--- src/rtl/gcd_fsm_ctrl.sv ---
// rtl/gcd_fsm_ctrl.sv - control unit sequencing a subtractive-GCD datapath
//
// Purpose: Moore FSM that loads the A/B operand registers, compares them,
//          subtracts the smaller from the larger until they are equal, and
//          reports completion to the host. An iteration watchdog ends runs
//          that cannot converge (a zero operand) and flags err_timeout.
//
// Ports:
//   clk          in   1      rising-edge clock
//   rst_n        in   1      asynchronous active-low reset
//   start        in   1      run request, sampled only in IDLE
//   a_neq_b      in   1      datapath status: A != B
//   a_lt_b       in   1      datapath status: A < B
//   sel_init     out  1      1: A/B muxes take external operands, 0: subtractors
//   ld_a         out  1      A register load enable
//   ld_b         out  1      B register load enable
//   busy         out  1      high in LOAD, CMP, SUB_A, SUB_B
//   done         out  1      one-cycle completion pulse, A holds the GCD
//   err_timeout  out  1      last run ended by the watchdog
//   iter_cnt     out  CNT_W  subtractions in the current or last run

module gcd_fsm_ctrl #(
    parameter int MAX_ITER = 15,
    parameter int CNT_W    = 4
) (
    input  logic             clk,
    input  logic             rst_n,
    input  logic             start,
    input  logic             a_neq_b,
    input  logic             a_lt_b,
    output logic             sel_init,
    output logic             ld_a,
    output logic             ld_b,
    output logic             busy,
    output logic             done,
    output logic             err_timeout,
    output logic [CNT_W-1:0] iter_cnt
);

    typedef enum logic [2:0] {
        S_IDLE,
        S_LOAD,
        S_CMP,
        S_SUB_A,
        S_SUB_B,
        S_DONE
    } state_t;

    typedef struct packed {
        logic sel_init;
        logic ld_a;
        logic ld_b;
        logic busy;
        logic done;
    } outs_t;

    localparam logic [CNT_W-1:0] MAX_CNT = CNT_W'(MAX_ITER);

    state_t state;
    outs_t  outs;

    // Output pattern of each state. The output register is always loaded with
    // the pattern of the state being entered, so outs always equals
    // out_of(state) and the outputs are glitch-free registers.
    function automatic outs_t out_of(input state_t s);
        outs_t o;
        o = '0;
        case (s)
            S_LOAD:  begin o.sel_init = 1'b1; o.ld_a = 1'b1; o.ld_b = 1'b1; o.busy = 1'b1; end
            S_CMP:   o.busy = 1'b1;
            S_SUB_A: begin o.ld_a = 1'b1; o.busy = 1'b1; end
            S_SUB_B: begin o.ld_b = 1'b1; o.busy = 1'b1; end
            S_DONE:  o.done = 1'b1;
            default: o = '0;
        endcase
        return o;
    endfunction

    always_ff @(posedge clk or negedge rst_n) begin
        if (!rst_n) begin
            state       <= S_IDLE;
            outs        <= '0;
            iter_cnt    <= '0;
            err_timeout <= 1'b0;
        end else begin
            case (state)
                S_IDLE: begin
                    if (start) begin
                        state       <= S_LOAD;
                        outs        <= out_of(S_LOAD);
                        // Clear run status on entry so LOAD already shows a fresh run.
                        iter_cnt    <= '0;
                        err_timeout <= 1'b0;
                    end else begin
                        state <= S_IDLE;
                        outs  <= out_of(S_IDLE);
                    end
                end
                S_LOAD: begin
                    state <= S_CMP;
                    outs  <= out_of(S_CMP);
                end
                S_CMP: begin
                    // Equality wins over the watchdog: a run that converges on
                    // its last allowed subtraction is still a clean result.
                    if (!a_neq_b) begin
                        state <= S_DONE;
                        outs  <= out_of(S_DONE);
                    end else if (iter_cnt == MAX_CNT) begin
                        state       <= S_DONE;
                        outs        <= out_of(S_DONE);
                        err_timeout <= 1'b1;
                    end else if (a_lt_b) begin
                        state <= S_SUB_B;
                        outs  <= out_of(S_SUB_B);
                    end else begin
                        state <= S_SUB_A;
                        outs  <= out_of(S_SUB_A);
                    end
                end
                S_SUB_A, S_SUB_B: begin
                    state <= S_CMP;
                    outs  <= out_of(S_CMP);
                    if (iter_cnt != MAX_CNT) begin
                        iter_cnt <= iter_cnt + CNT_W'(1);
                    end
                end
                S_DONE: begin
                    state <= S_IDLE;
                    outs  <= out_of(S_IDLE);
                end
                default: begin
                    state <= S_IDLE;
                    outs  <= '0;
                end
            endcase
        end
    end

    assign sel_init = outs.sel_init;
    assign ld_a     = outs.ld_a;
    assign ld_b     = outs.ld_b;
    assign busy     = outs.busy;
    assign done     = outs.done;

endmodule

--- config.mk ---
export PLATFORM = sky130hd
export DESIGN_NAME = gcd_fsm_ctrl
export DESIGN_NICKNAME = d
export VERILOG_FILES = /design/src/rtl/gcd_fsm_ctrl.sv
export SDC_FILE = /design/constraint.sdc
export NUM_CORES = 1
export LEC_CHECK = 0
export ABC_AREA = 1
export CAP_MARGIN = 20
export CORE_UTILIZATION = 25
export CTS_CLUSTER_SIZE = 30
export DETAILED_ROUTE_END_ITERATION = 8
export GPL_TIMING_DRIVEN = 0
export SLEW_MARGIN = 20
export SYNTH_ARGS = -nofsm -noshare
export SYNTH_HDL_FRONTEND = slang
export SYNTH_SLANG_ARGS = --single-unit
--- constraint.sdc ---
create_clock -name clk -period 1.35 [get_ports clk]
set_input_delay 0.27 -clock clk [delete_from_list [all_inputs] [get_ports clk]]
set_output_delay 0.27 -clock clk [all_outputs]
set_load 0.05 [all_outputs]
==> results of run 1 <==
-- registers in the layout (all words and copies together) (netlist names) --
name         count
ld_b             1
sel_init         1
iter_cnt         4
ld_a             1
busy             1
err_timeout      1
state            3
done             1
-- cell families (layout without fill, tap and decap cells) --
logic type / count (synthesis) / count (layout) / synth area share, %
AND/OR/NAND/NOR: 43 / 43 / 34.1
adder cells (fa/ha/maj): 1 / 1 / 2.04
buffers and inverters: 9 / 27 / 6.73
AO/OA/AOI/OAI: 5 / 5 / 4.08
flip-flops: 13 / 13 / 53.1
-- cell usage in the layout (no fill, tap or decap) --
cell type / synthesis / layout
or2_2: 1 / 1
clkbuf_4: 0 / 3
clkinv_2: 0 / 1
nor2_4: 1 / 1
nand2_2: 1 / 1
buf_2: 0 / 4
o21ai_0: 2 / 2
buf_6: 1 / 1
clkdlybuf4s50_1: 0 / 4
inv_1: 8 / 8
dfrtp_1: 13 / 10
nand3_1: 6 / 5
nor2_1: 6 / 6
nor3_1: 1 / 1
dfrtp_2: 0 / 3
nand2_1: 20 / 20
nand4_1: 4 / 4
ha_1: 1 / 1
nand3_2: 2 / 3
a21oi_1: 2 / 2
clkdlybuf4s15_2: 0 / 6
o21ai_1: 1 / 1
nand3b_1: 1 / 1
-- cell type report --
class,instances,area (µm²)
well taps,28,35.0
fillers,261,1440
multi-input cells,49,251
clock inverters,1,5.00
inverters,8,30.0
plain buffers,1,11.3
flip-flops and latches,13,329
repair buffers,14,128
clock buffers,3,22.5
-- routing by layer --
layer	vias up	track usage, %	part of all wire (%)
met5	-	0	0
met1	233	13.3	49
met4	0	9.46	2.2
met2	7	16.5	46
li1	265	-	-
met3	2	1.75	2.2
-- worst paths after layout --
kind	startpoint	endpoint	slack [ns]	depth (start not counted)
worst max-delay path	err_timeout$_DFFE_PN0P_	err_timeout	0.07	1
worst min-delay path	rst_n	done$_DFF_PN0_	0.36	1
worst max register to register	iter_cnt[0]$_DFFE_PN0P_	iter_cnt[1]$_DFFE_PN0P_	0.11	6
worst min register to register	err_timeout$_DFFE_PN0P_	err_timeout$_DFFE_PN0P_	0.50	2
max in group asynchronous	rst_n	iter_cnt[2]$_DFFE_PN0P_	0.57	1
min in group clk	err_timeout$_DFFE_PN0P_	err_timeout$_DFFE_PN0P_	0.50	2
-- through the flow --
stage	setup slack [ns]	instances	hold slack, ns	cell area, µm²	total power [W]
finish	0.0675	117	0.356	812	0.00209
global route	0.00534	117	0.424	812	0.00223
CTS	0.0132	117	0.382	813	0.00211
detailed placement	-0.140	113	0.472	792	0.00191
global placement	-0.138	113	0.479	792	0.00189
floorplan	0.0135	71	-0.0256	617	0.00155
-- power by group through the flow --
| stage | combinational [W] | clock, W | sequential (W) |
|---|---|---|---|
| final | 0.00112 | 0.000253 | 0.000710 |
| after floorplan | 0.000431 | 0 | 0.00112 |
| after global routing | 0.00121 | 0.000276 | 0.000738 |
| after detailed placement | 0.00119 | 0 | 0.000718 |
| after CTS | 0.00114 | 0.000264 | 0.000708 |
| after global placement | 0.00118 | 0 | 0.000710 |
==> run summary, run 1 <==
outcome: completed
Boundary Pins: 15
clock slew at reported path FFs: 0.09 ns
final setup vio count: 0
Startpoint Class: flip-flop
vias in the first global route: 471
worst path cell trace: clkdlybuf4s15_2
Seq/Total Area, Yosys: 53.1%
# DRC: 0
main flop type after synthesis: dfrtp_1
post-synth top area cell: dfrtp_1
max_cap viols: 0
Distinct cells, synth: 17
min Tclk post-route: 1.28 ns
core area: 0.00225 mm²
gr ovfl total: 0
crit-path max FO: 2
Skew-Pair Late Insertion Delay: 0.28 ns
Post-synth EDFFs: 0
initial antenna violation count: 0
Synth top cells by count: nand2_1 (20), dfrtp_1 (13), inv_1 (8)
CTS tree: yes
combinational share of power: 53.8%
DR vias: 507
DRC marker count from the first detailed-route iteration: 12
final WL: 1.21 mm
total track usage: 10.9%
Post-CTS Setup Inserts: 0
post-synthesis register bit count: 13
Die H: 51.5 µm
Synth warnings: 0
Fmax: 780 MHz
fin crit share: 95.0%
H-tree depth: 1
port buffer count: 14
area of the mapped netlist: 613 µm²
Crit. End Element: primary output
CTS Buffer Depth: 2
leakage power: 0.425 nW
global-route wire length before repair: 2.06 mm
setup tns final: 0 ns
largest net degree at the start of global routing: 14
worst vdd ir: 0.898 mV
Slew headroom: 60.2%
cts bufs inserted: 3
vias per cell: 4.33
CTS sink cnt: 13
TritonRoute pass-1 iters: 4
Pint: 0.00101 W
WP data required: 1.08 ns
P&R area growth vs syn: 32.4%
Final Hold Viols: 0
worst hold-check path type: in -> async
Slew Limit Fails: 0
Yosys top cell area share: 53.1%
part of the power in registers: 34.1%
starting density of the core: 27.2%
worst endpoint data arrival time: 1.01 ns
area of the die: 0.00265 mm²
most frequent cell after synthesis: nand2_1
Worst path top cell family by delay: buffers and inverters
synth top area cells: dfrtp_1 (53%), nand2_1 (12%), nand3_1 (4.9%)
number of gates resized after CTS: 36
unrepaired setup endpoints after global routing: false
Switching Share: 51.8%
hold buffers post-CTS: 0
Post-Syn Nets: 77
Root Buffer: clkbuf_4
highest-delay cell along the critical path: clkdlybuf4s15_2
WP buf/inv: 1
Async SR Flop Fraction: 100%
Syn Area/Cell: 8.64 µm²
WS Path Type: reg -> out
power per cell area: 2570 mW/mm²
Util after Layout: 36.0%
Fin Clk Skew: 0.00299 ns
Die X: 51.5 µm
n_diodes: 0
Final Wtd Congestion: 0.756
ANT nets after route: 0
Detailed Place HPWL: 843 µm
clock power share: 12.1%
row count: 17
CP peak stage delay: 0.37 ns
Switch Pwr: 0.00108 W
WL/cell: 10.3 µm
nets: 96
Worst-Margin Slew: 0.596 ns
layout cells sized above 1: 27.0%
cell count after synthesis: 71
Power figures use the tool's default switching activity.
==> inputs of run 2 (changes only) <==
--- a/config.mk
+++ b/config.mk
@@ -8,6 +8,7 @@
 export ABC_AREA = 1
 export CAP_MARGIN = 20
 export CORE_UTILIZATION = 25
+export CTS_BUF_LIST = sky130_fd_sc_hd__clkbuf_2 sky130_fd_sc_hd__clkbuf_4 sky130_fd_sc_hd__clkbuf_8
 export CTS_CLUSTER_SIZE = 30
 export DETAILED_ROUTE_END_ITERATION = 8
 export GPL_TIMING_DRIVEN = 0
==> results of run 2 <==
The final DEF is identical to that of run 1; final timing and power are the same.
